<file path="config.mk">
export PLATFORM = sky130hd
export DESIGN_NAME = rise_pulse_gen
export DESIGN_NICKNAME = d
export VERILOG_FILES = /design/src/rtl/rise_pulse_gen.sv
export SDC_FILE = /design/constraint.sdc
export NUM_CORES = 1
export LEC_CHECK = 0
export CAP_MARGIN = 0
export CORE_MARGIN = 5
export CORE_UTILIZATION = 43
export CTS_CLUSTER_SIZE = 30
export DETAILED_ROUTE_END_ITERATION = 16
export PLACE_DENSITY = 0.81
export RECOVER_POWER = 100
export SLEW_MARGIN = 40
export SYNTH_ARGS = -nofsm -noshare
export SYNTH_HDL_FRONTEND = slang
export SYNTH_SLANG_ARGS = --single-unit
export TNS_END_PERCENT = 1
</file>
<file path="constraint.sdc">
create_clock -name clk -period 1.6 [get_ports clk]
set_input_delay 0.32 -clock clk [delete_from_list [all_inputs] [get_ports clk]]
set_output_delay 0.32 -clock clk [all_outputs]
set_load 0.02 [all_outputs]
</file>
<file path="src/rtl/rise_pulse_gen.sv">
// Input conditioning: synchronises and debounces a_in into a_filt, then emits
// one-cycle edge pulses and keeps a saturating count of rising events.
module rise_pulse_gen #(
  parameter int unsigned SYNC_STAGES = 2,
  parameter int unsigned DEBOUNCE    = 4,
  parameter int unsigned CNT_W       = 8
) (
  input  logic             clk,
  input  logic             rst_n,
  input  logic             a_in,
  input  logic             clr_cnt,
  output logic             a_filt,
  output logic             rise_pulse,
  output logic             fall_pulse,
  output logic [CNT_W-1:0] rise_cnt,
  output logic             cnt_sat
);

  localparam int unsigned     DW   = $clog2(DEBOUNCE) + 1;
  localparam logic [DW-1:0]   DMAX = DW'(DEBOUNCE - 1);

  logic [SYNC_STAGES-1:0] sync_q;
  logic                   s;
  logic [DW-1:0]          dcnt;
  logic                   take;
  logic [CNT_W-1:0]       cnt_nxt;

  assign s    = sync_q[SYNC_STAGES-1];
  // a_filt flips on the edge where s has differed for DEBOUNCE consecutive cycles
  assign take = (s != a_filt) && (dcnt == DMAX);

  always_ff @(posedge clk or negedge rst_n) begin
    if (!rst_n) begin
      sync_q <= '0;
    end else begin
      sync_q <= {sync_q[SYNC_STAGES-2:0], a_in};
    end
  end

  always_ff @(posedge clk or negedge rst_n) begin
    if (!rst_n) begin
      dcnt   <= '0;
      a_filt <= 1'b0;
    end else if (s == a_filt) begin
      dcnt <= '0;
    end else if (dcnt == DMAX) begin
      a_filt <= s;
      dcnt   <= '0;
    end else begin
      dcnt <= dcnt + DW'(1);
    end
  end

  always_ff @(posedge clk or negedge rst_n) begin
    if (!rst_n) begin
      rise_pulse <= 1'b0;
      fall_pulse <= 1'b0;
    end else begin
      rise_pulse <= take & s;
      fall_pulse <= take & ~s;
    end
  end

  always_comb begin
    cnt_nxt = rise_cnt;
    if (clr_cnt) begin
      cnt_nxt = '0;
    end else if (rise_pulse && (rise_cnt != '1)) begin
      cnt_nxt = rise_cnt + CNT_W'(1);
    end
  end

  // cnt_sat is derived from the next count so it lines up with rise_cnt
  always_ff @(posedge clk or negedge rst_n) begin
    if (!rst_n) begin
      rise_cnt <= '0;
      cnt_sat  <= 1'b0;
    end else begin
      rise_cnt <= cnt_nxt;
      cnt_sat  <= &cnt_nxt;
    end
  end

endmodule

</file>
# Word level (Yosys, flattened, before mapping)
# Index checks and enable logic that the tools add are counted.
# classes
n_reduce_logical	4
multipliers	0
eq_ne	4
mux	4
order_cmp	0
add_sub_neg	2
n_shift	0
n_bitwise	4
div	0
# op_table
cell	count
$mux W8	2
$add A8 B1 Y8 const B	1
$ne A8 B8 Y1 const B	1
$reduce_and A8 Y1	1
$mux W3	2
$add A3 B1 Y3 const B	1
$eq A3 B2 Y1 const B	1
$and A1 B1 Y1	2
$logic_and A1 B1 Y1	2
$not A1 Y1	2
$reduce_and A2 Y1	1
$eq A1 B1 Y1	1
$ne A1 B1 Y1	1
# totals
elab_cells	25
mem_bits_rw	0
in_bits	4
romBits	0
latchBits	0
out_inout_bits	12
ff_bits	17
mem_count	0

# Longest topological paths before layout
# depth
ltp_word	5
mapped_depth	6
ltp_nobuf	6

# Least setup slack after synthesis
# No wires, ideal clock.
# synth_timing
kind	register -> register
from	register rise_cnt[0]
to	register cnt_sat
setup_time_ns	0.121
path_stages_with_launch	7
path_buffers	0
arrival_ns	1.568
period_less_slack_ns	1.689
slack_ns	-0.089
t_required_ns	1.479
cell_sequence	dfrtp_1 -> ha_1 -> nand3_1 -> o21ai_1 -> nor3b_1 -> a31oi_1 -> and4bb_1
# synth_via
elab_chain_cells	5
word_cells_on_any_way	6
classes_between	add/sub (1); eq/ne (1); mux (2); reduce/logical (2)
# synth_lines
item	line_no	text
start: declaration	15	output logic [CNT_W-1:0] rise_cnt,
start signal: assignment	79	rise_cnt <= cnt_nxt;
branches (longest 2 deep; another with $add A8 B1 Y8)	-	
$mux W8 (*)	68	end else if (rise_pulse && (rise_cnt != '1)) begin
$mux W8 (*)	66	if (clr_cnt) begin
$reduce_and A8 Y1 (*)	80	cnt_sat <= &cnt_nxt;
end signal: assignment	80	
end: declaration	16	output logic cnt_sat
# Mark *: on every way between the ends.
# A chain may end at the register's enable or synchronous reset.

# Final worst setup path
# layout_timing
from	register cnt_sat
to	output cnt_sat
# No word-level cell between the ends.

==> run metrics <==
post-route setup slack 0.0538 ns; largest cells by area after synthesis dfrtp_1 56%, nor2_1 4.9%, nor3b_1 4.9%, xnor2_1 3.4%, ha_1 3.3%; pre-CTS setup slack 0.0105 ns; DRT Pass-1 Iters 4; layout cells sized above 1 26.5%; Max stage delay cell, worst path clkdlybuf4s50_1; WP data arrival 1.23 ns; max_cap viols 0; Synth top area share 55.6%; #FFs+latches synth 17; pin count of the biggest net entering global routing 18; vias post-DR 634; r2r endpoint cnt_sat; WL per Instance 13.8 um; CP cell instances clkdlybuf4s50_1; CTS Buf Count 3; # diodes 0; Cell Count, Final, Fillers Out 123; Slew Limit Headroom 42.9%; crit path kind register to output port; outcome complete, no violations; Finish-stage setup viols 0; GRT Total Usage 12.4%; Clock Latency Late Sink 0.30 ns; min-delay worst type register to register; Pleak 0.473 nW; clock sinks 17; Critical Path Max Stage Delay 0.59 ns; TritonCTS clock tree done; Post-synth ARST share 100%; switching share of total power 29.7%; Avg Vias per Cell 5.15; internal cell power 0.000649 W; post-synth cell types 25; Worst Reg-to-Reg Cells 5; sw power 0.000274 W; die area 2720 um^2; fin. max-slew vios 0; clock skew 0.00135 ns; CP startpoint kind register; WP data required 1.28 ns; Syn Nets 75; main flop type after synthesis dfrtp_1; CP Capture Type output port; crit path time final 1.55 ns; first-pass GRT wire length 2.42 mm; Final Wtd Congestion 0.809; initial core utilization 44.8%; CP max FO 1; DIE HEIGHT 52.2 um; Die Wd 52.2 um; WL final 1.70 mm; Clock power frac 26.7%; area grow syn2layout 42.0%; register area share after synthesis 55.6%; warnings from Yosys 0; DP HPWL 1.14 mm; Hold EP sync_q[1]; antenna violations before repair 0; critical path depth 1; Least-Margin Pin Slew 0.856 ns; Root Buffer clkbuf_4; hold_sp sync_q[0]; power share of the combinational group 18.4%; CTS clk-pin slew, worst paths 0.11 ns; floorplan row count 15; grt total ovfl 0; Hold Violations, Final 0; number of global-route vias before repair 609; family with the most delay on the worst path buffers and inverters; Fin Setup TNS 0 ns; port bufs 15; post-route DRC violation count 0; sequential share of power 55.0%; worst vdd ir 0.000716 V; Detailed Route Iter0 Violations 9; hold depth 0; R2R setup slack 0.07 ns; final hold slack 0.362 ns; Core ar. 1710 um^2; Antenna Violating Nets Remaining 0; Post-Place Cells 113; area of the mapped netlist 766 um^2; Power per Cell Area 848 nW/um^2; Fillers 125; EDFF count, synth 0; cell taking the most area after synthesis dfrtp_1; # nets final 105; Cells after Synth 69; Top-Level Pins 16; worst path bufs/invs 1; H-tree depth 1; syn_area_per_cell 11.1 um^2; clk buf depth 2; Peak Freq 647 MHz; FF-to-FF Start rise_cnt[1]; crit share post-route 96.6%
[worst max path at each step]
stage	start	to
6_report	cnt_sat	cnt_sat
5_1_grt	rise_cnt[1]	cnt_sat
4_1_cts	rise_cnt[0]	cnt_sat
3_5_place_dp	rise_cnt[3]	cnt_sat
3_3_place_gp	rise_cnt[3]	cnt_sat
2_1_floorplan	rise_cnt[1]	cnt_sat
[logic make-up (layout without fill, tap and decap cells)]
logic type               Yosys count  after routing  synth area share [%]
multiplexers                       3              3                  4.08
XOR/XNOR                           4              4                  4.58
buffers and inverters              1             30                 0.490
AO/OA/AOI/OAI                      9              9                  8.33
AND/OR/NAND/NOR                   33             33                  23.7
flip-flops                        17             17                  55.6
adder cells (fa/ha/maj)            2              2                  3.27
[layout make-up]
cell class                 count  area, um^2  area share [%]
clock buffer                   3        22.5            2.07
multi-input combinational     51         383            35.2
tap                           25        31.3            2.88
clock inverter                 1        7.51           0.690
timing repair buffer          26         210            19.3
sequential                    17         433            39.8
[cells in the mapped netlist (all sizes together) (2+ instances only)]
library cell	instances
nand2	5
dfrtp	17
a31oi	2
a211oi	3
nor2b	2
ha	2
a21oi	2
nand4	2
nor2	10
mux2i	2
nor3b	5
xnor2	3
nand3	3
[flip-flops by register name, indices dropped and copies added, names as in the netlist]
signal and cells:
fall_pulse 1, sync_q 2, rise_cnt 8, cnt_sat 1
dcnt 3, a_filt 1, rise_pulse 1
[cell usage in the layout, fill, tap and decap left out, types with 2 or more instances in the layout]
cell,instances
dfrtp_1,11
nor2_1,10
dlygate4sd2_1,10
buf_4,10
dfrtp_2,6
nand2_1,5
nor3b_1,5
xnor2_1,3
clkbuf_4,3
nand3_1,2
nor2b_1,2
nand4_1,2
mux2i_1,2
a21oi_1,2
a31oi_1,2
dlygate4sd3_1,2
clkdlybuf4s50_1,2
clkbuf_1,2
[power groups by stage]
stage | logic, W | clock network (W) | registers [W]
floorplan | 0.0000770 | 0 | 0.000530
global placement | 0.000170 | 0 | 0.000508
detailed placement | 0.000177 | 0 | 0.000512
CTS | 0.000166 | 0.000252 | 0.000502
global route | 0.000188 | 0.000273 | 0.000511
finish | 0.000169 | 0.000246 | 0.000507
[per-stage QoR]
stage	util [%]	instance area, um^2	power (W)
floorplan	-	771	0.000607
global placement	57.7	986	0.000678
detailed placement	57.7	986	0.000689
CTS	58.8	1000	0.000920
global route	63.7	1090	0.000971
finish	63.7	1090	0.000922
[routing by layer]
layer	vias up	wire length (um)	global-route usage, %	share of wire (%)
li1	305	-	-	-
met1	305	680	12.7	40
met2	18	923	23.2	54
met3	6	63	2.56	3.7
met4	0	32	6.38	1.9
met5	-	0	0	0
[what timing repair did]
item | 4_1_cts | 5_1_grt
endpoints found under the setup margin | 11 | 2
setup buffers | 0 | 6
hold buffers | 0 | 0
pin swaps | 0 | 6
resized for setup | 11 | 12
cloned | 0 | 0
(Power assumes the default switching activity.)
==> RTL change 1, RTL diff (config.mk and constraints unchanged) <==
Change the parameter `DEBOUNCE` from 4 to 2.
--- a/src/rtl/rise_pulse_gen.sv
+++ b/src/rtl/rise_pulse_gen.sv
@@ -2,7 +2,7 @@
 // one-cycle edge pulses and keeps a saturating count of rising events.
 module rise_pulse_gen #(
   parameter int unsigned SYNC_STAGES = 2,
-  parameter int unsigned DEBOUNCE    = 4,
+  parameter int unsigned DEBOUNCE    = 2,
   parameter int unsigned CNT_W       = 8
 ) (
   input  logic             clk,
Formal check against the unedited RTL: not equivalent (Yosys sat finds a counterexample within 10 cycles, from zero or initial values and one cycle with rst_n low).
==> RTL change 1 against the original RTL <==
- the flow now finishes with violations (setup timing)
- power grew 7.9%
- cell area is 2.2% lower
- clock skew is 17 ps higher
- sequential cell count decreased by 1
- sequential share of layout area decreased by 1.5 points
- wire length up 5.2%
- maximum frequency is 5.9% lower
- area after synthesis decreased by 1.6%
- setup slack worse by 96 ps
- register-to-register slack worse by 110 ps
- combinational power grew 40%
==> RTL change 1: results (changes against the original RTL) <==
Hold WS -> 354.2 ps (-7.950 ps)
initial antenna violation count -> 0 (unchanged)
met1 global-route usage -> 0.1851 (+0.05808)
post-synthesis sequential area ratio -> 0.5316 (-0.02399)
hold_buf cts -> 0 (unchanged)
worst vdd ir -> 0.6676 mV (-6.8%)
Synth Warn # -> 0 (unchanged)
clock tree buffer depth -> 2 (unchanged)
worst hold stages -> 0 (unchanged)
M2 GR Usage -> 0.2678 (+0.03556)
largest net degree at the start of global routing -> 17 (-1)
IO Port Bufs -> 15 (unchanged)
vias after detailed routing -> 644 (+1.6%)
clk_skew -> 18.67 ps (+17.32 ps)
final setup fails -> 1 (+1)
post-synthesis mux area share -> 0.04153 (+0.0006786)
CP max FO -> 5 (+4)
Final WS setup -> -42.64 ps (-96.46 ps)
gate count of the mapped netlist -> 71 (+2.9%)
Reg2Reg Depth -> 6 (+1)
Synth Area in Compound Gates -> 0.1395 (+0.05620)
adder-cell area share of the yosys netlist -> 0.01661 (-0.01607)
H-tree levels -> 1 (unchanged)
Post-DRT Antenna Nets -> 0 (unchanged)
Reg-to-Reg Start -> rise_cnt[1]
most frequent cells after synthesis -> dfrtp_1 (16), nor2_1 (9), nand3_1 (6), nand2_1 (4), nand2b_1 (4)
placed cell count -> 109 (-3.5%)
first-pass GRT wire length -> 3077 µm (+27%)
Num CTS Buffers -> 3 (unchanged)
Critical Path Max Stage Delay -> 400 ps (-190 ps)
met3 usage -> 0.02579 (+0.0001469)
Total GRT Usage -> 0.1571 (+0.03335)
initial DRC count -> 6 (-3)
Worst-Skew Late Latency -> 290 ps
failing checks -> setup timing
largest registers -> rise_cnt: 8 flops, dcnt: 2 flops, sync_q: 2 flops
HPWL Detailed -> 1245 µm (+9.2%)
gpl congestion -> 0.8139 (+0.64%)
hold crit path type -> register to register
source of the worst hold timing path -> sync_q[0]
clk slew on worst S/H paths -> 110 ps (about the same)
CP max stage cell -> dfrtp_2
fin cells -> 115 (-6.5%)
Slew HR -> 0.4417 (+0.01252)
placed inst area -> 1015 µm² (+2.9%)
Pleak -> 0.4666 nW (-1.4%)
synth top area cells -> dfrtp_1 (53%), nor2_1 (4.5%), nand3_1 (4.0%)
count of different cell masters after synthesis -> 32 (+28%)
post-synthesis share of cell area spent on xor and xnor gates -> 0.03488 (-0.01087)
ANT cells -> 0 (unchanged)
setup TNS -> -42.64 ps (-42.64 ps)
Worst Path Arrival -> 1830 ps (+600 ps)
syn nets -> 76 (+1.3%)
Nets -> 104 (-0.95%)
Place WS -> -33.32 ps (-43.83 ps)
DR WL/cell -> 15.56 µm (+13%)
number of global-route vias before repair -> 668 (+9.7%)
layout cells sized above 1 -> 0.2959 (+0.03061)
outcome -> finished, violations left
Crit path max-delay family -> simple AND/OR/NAND/NOR gates
RTL change 1: changes by cell type in the layout (fill, tap and decap cells not counted), sizes merged, moves of 2 or more:
cell,unedited run,this run
nand2b,1,4
nand3,3,6
nor2b,2,0
nor3b,5,1
RTL change 1: per-layer routing:
| metal | wire length [µm] | up-vias |
|---|---|---|
| li1 | - | 311 |
| met4 | 46 | 0 |
| met3 | 58 | 4 |
| met1 | 809 | 306 |
| met5 | 0 | - |
| met2 | 874 | 23 |
RTL change 1: timing repair:
action                                  CTS  global route
pin swaps                                 0             3
gates cloned                              0             0
endpoints found under the setup margin   11             1
buffers inserted                          0             2
resized for setup                        11             5
RTL change 1: how the worst max path moves through the flow:
| stage | start | end | slack [ps] | cells past startpoint |
|---|---|---|---|---|
| floorplan | rise_cnt[0] | cnt_sat | 1 | 6 |
| global placement | clr_cnt | cnt_sat | 20 | 5 |
| detailed placement | clr_cnt | cnt_sat | -30 | 5 |
| CTS | rise_cnt[1] | cnt_sat | -20 | 6 |
| global route | rise_cnt[1] | cnt_sat | -130 | 6 |
| finish | rise_cnt[1] | cnt_sat | -40 | 6 |
RTL change 1: cell type report:
cell class | count | area (µm²)
tap | 17 | 21.27
multi-input combinational | 52 | 389.1
inverter | 1 | 3.754
fill | 145 | 625.6
clock buffer | 4 | 36.28
sequential | 16 | 407.9
timing repair buffer | 25 | 205.2
RTL change 1: power breakdown:
part	total, W	internal, W	switching (W)
Combinational	0.000236	0.000109	0.000126
Clock	0.000269	0.000138	0.000131
Sequential	0.000490	0.000450	0.0000392
RTL change 1: kinds of logic after synthesis:
| logic type | count (synthesis) |
|---|---|
| buffers and inverters | 3 |
| xor gates and xnor gates | 3 |
| muxes | 3 |
| AOI/OAI and AO/OA | 15 |
| and+or+nand+nor | 30 |
| DFF | 16 |
| adders and majority gates | 1 |
==> RTL change 2, RTL diff (same flow settings) <==
Without the edit above. The output `fall_pulse` loses its register stage (`fall_pulse` becomes a continuous assignment).
--- a/src/rtl/rise_pulse_gen.sv
+++ b/src/rtl/rise_pulse_gen.sv
@@ -54,12 +54,12 @@
   always_ff @(posedge clk or negedge rst_n) begin
     if (!rst_n) begin
       rise_pulse <= 1'b0;
-      fall_pulse <= 1'b0;
     end else begin
       rise_pulse <= take & s;
-      fall_pulse <= take & ~s;
     end
   end
+
+  assign fall_pulse = take & ~s;
 
   always_comb begin
     cnt_nxt = rise_cnt;
Formal check against the unedited RTL: not equivalent (a bounded check fails within 10 cycles, from zero or initial values and one cycle with rst_n low).
==> RTL change 2 against the original RTL <==
- sequential cell count is 1 lower
- area after synthesis decreased by 3.3%
- critical path type unchanged
- largest cell class unchanged
- power grew 8.3%
- wire length shrank 0.59%
- cell area shrank 1.0%
- cell count shrank 7.3%
- setup slack got worse by 11 ps
- non-clock buffer count did not move
- highest routed layer unchanged
==> RTL change 2: results (changes against the original RTL) <==
outcome -> completed
Worst-Skew Late Latency -> 290 ps
synthesized area per cell -> 10.89 µm² (-1.8%)
first-pass GRT wire length -> 2435 µm (+0.83%)
via/cell ratio -> 5.588 (+8.4%)
placed inst area -> 965.9 µm² (-2.0%)
Synth async-reset ratio -> 1.000 (unchanged)
most frequent cells after synthesis -> dfrtp_1 (16), nor2_1 (10), nand2_1 (5), nor3b_1 (5)
Worst Path Arrival -> 1240 ps
initial antenna violation count -> 0 (unchanged)
Synth Warn # -> 0 (unchanged)
CP max FO -> 2 (+1)
largest registers -> rise_cnt: 8 flops, dcnt: 3 flops, sync_q: 2 flops
IO Port Bufs -> 15 (unchanged)
DR WL/cell -> 14.82 µm (+7.3%)
WL met3 -> 67 µm (+6.3%)
H-tree levels -> 1 (unchanged)
layout cells sized above 1 -> 0.2784 (+0.01304)
syn nets -> 74 (-1.3%)
Nets -> 104 (-0.95%)
Hold Fails Final Rpt -> 0 (unchanged)
Total GRT Usage -> 0.1285 (+0.004801)
post-synthesis sequential area ratio -> 0.5405 (-0.01502)
clk_skew -> 11.81 ps (+10.46 ps)
initial DRC count -> 16 (+7)
DR WL met2 -> 853 µm (-7.6%)
clk slew on worst S/H paths -> 90 ps (-20 ps)
CP max stage cell -> dfrtp_1
Num CTS Buffers -> 3 (unchanged)
Top Layer Used -> met4
Pleak -> 0.4774 nW (+0.90%)
gpl congestion -> 0.9018 (+12%)
met1 wire length -> 738 µm (+8.5%)
Place WS -> -126.9 ps (-137.4 ps)
final setup fails -> 0 (unchanged)
clock tree buffer depth -> 2 (unchanged)
worst vdd ir -> 0.7375 mV (+3.0%)
Slew @ Worst Pin -> 839.1 ps (-17.06 ps)
Crit path max-delay family -> flip-flops
ANT cells -> 0 (unchanged)
HPWL Detailed -> 1141 µm (about the same)
Critical Path Max Stage Delay -> 400 ps (-190 ps)
hold crit path type -> register to register
synth top area cells -> dfrtp_1 (54%), nor2_1 (5.1%), nor3b_1 (5.1%)
MaxCap Viol Count -> 0 (unchanged)
largest net degree at the start of global routing -> 17 (-1)
clk root buf -> clkbuf_4
count of different cell masters after synthesis -> 25 (unchanged)
number of global-route vias before repair -> 519 (-15%)
first-pass iteration count of the detailed router -> 4 (unchanged)
fin cells -> 114 (-7.3%)
[RTL change 2: repair_timing]
| action | 4_1_cts | 5_1_grt |
|---|---|---|
| endpoints found under the hold margin | 0 | 0 |
| pin swaps | 0 | 4 |
| setup buffers | 0 | 4 |
| resized for setup | 14 | 14 |
| endpoints found under the setup margin | 12 | 2 |
[RTL change 2: worst paths after layout]
path / startpoint / end / slack [ps] / cells after the start
worst max-delay path: dcnt[0] / fall_pulse / 40 / 4
worst max register to register: rise_cnt[0] / cnt_sat / 50 / 5
min in group asynchronous: rst_n / cnt_sat / 630 / 2
worst min register to register: sync_q[0] / sync_q[1] / 360 / 0
worst min-delay path: sync_q[0] / sync_q[1] / 360 / 0
max in group asynchronous: rst_n / rise_cnt[3] / 390 / 2
[RTL change 2: kinds of logic after synthesis]
kind of cell,synth area share
AOI/OAI and AO/OA,0.08613
xor gates and xnor gates,0.04731
adders and majority gates,0.03378
buffers and inverters,0.005063
DFF,0.5405
muxes,0.04223
and+or+nand+nor,0.2449
[RTL change 2: area by class of cell]
class / count / area (µm²)
fillers: 129 / 613.1
clock buffers: 4 / 36.28
multi-input cells: 51 / 400.4
repair buffers: 26 / 214.0
flip-flops and latches: 16 / 404.1
well taps: 17 / 21.27
[RTL change 2: power breakdown]
group,internal (W),switching [W],total [W]
sequential,0.000444,0.0000315,0.000475
clock,0.000139,0.000130,0.000269
combinational,0.000137,0.000118,0.000255
[RTL change 2: metal layers]
| metal | up-vias | GRT usage |
|---|---|---|
| met1 | 311 | 0.1568 |
| met3 | 5 | 0.03725 |
| met4 | 0 | 0.06550 |
| met2 | 15 | 0.2055 |
| met5 | - | 0 |
| li1 | 306 | - |
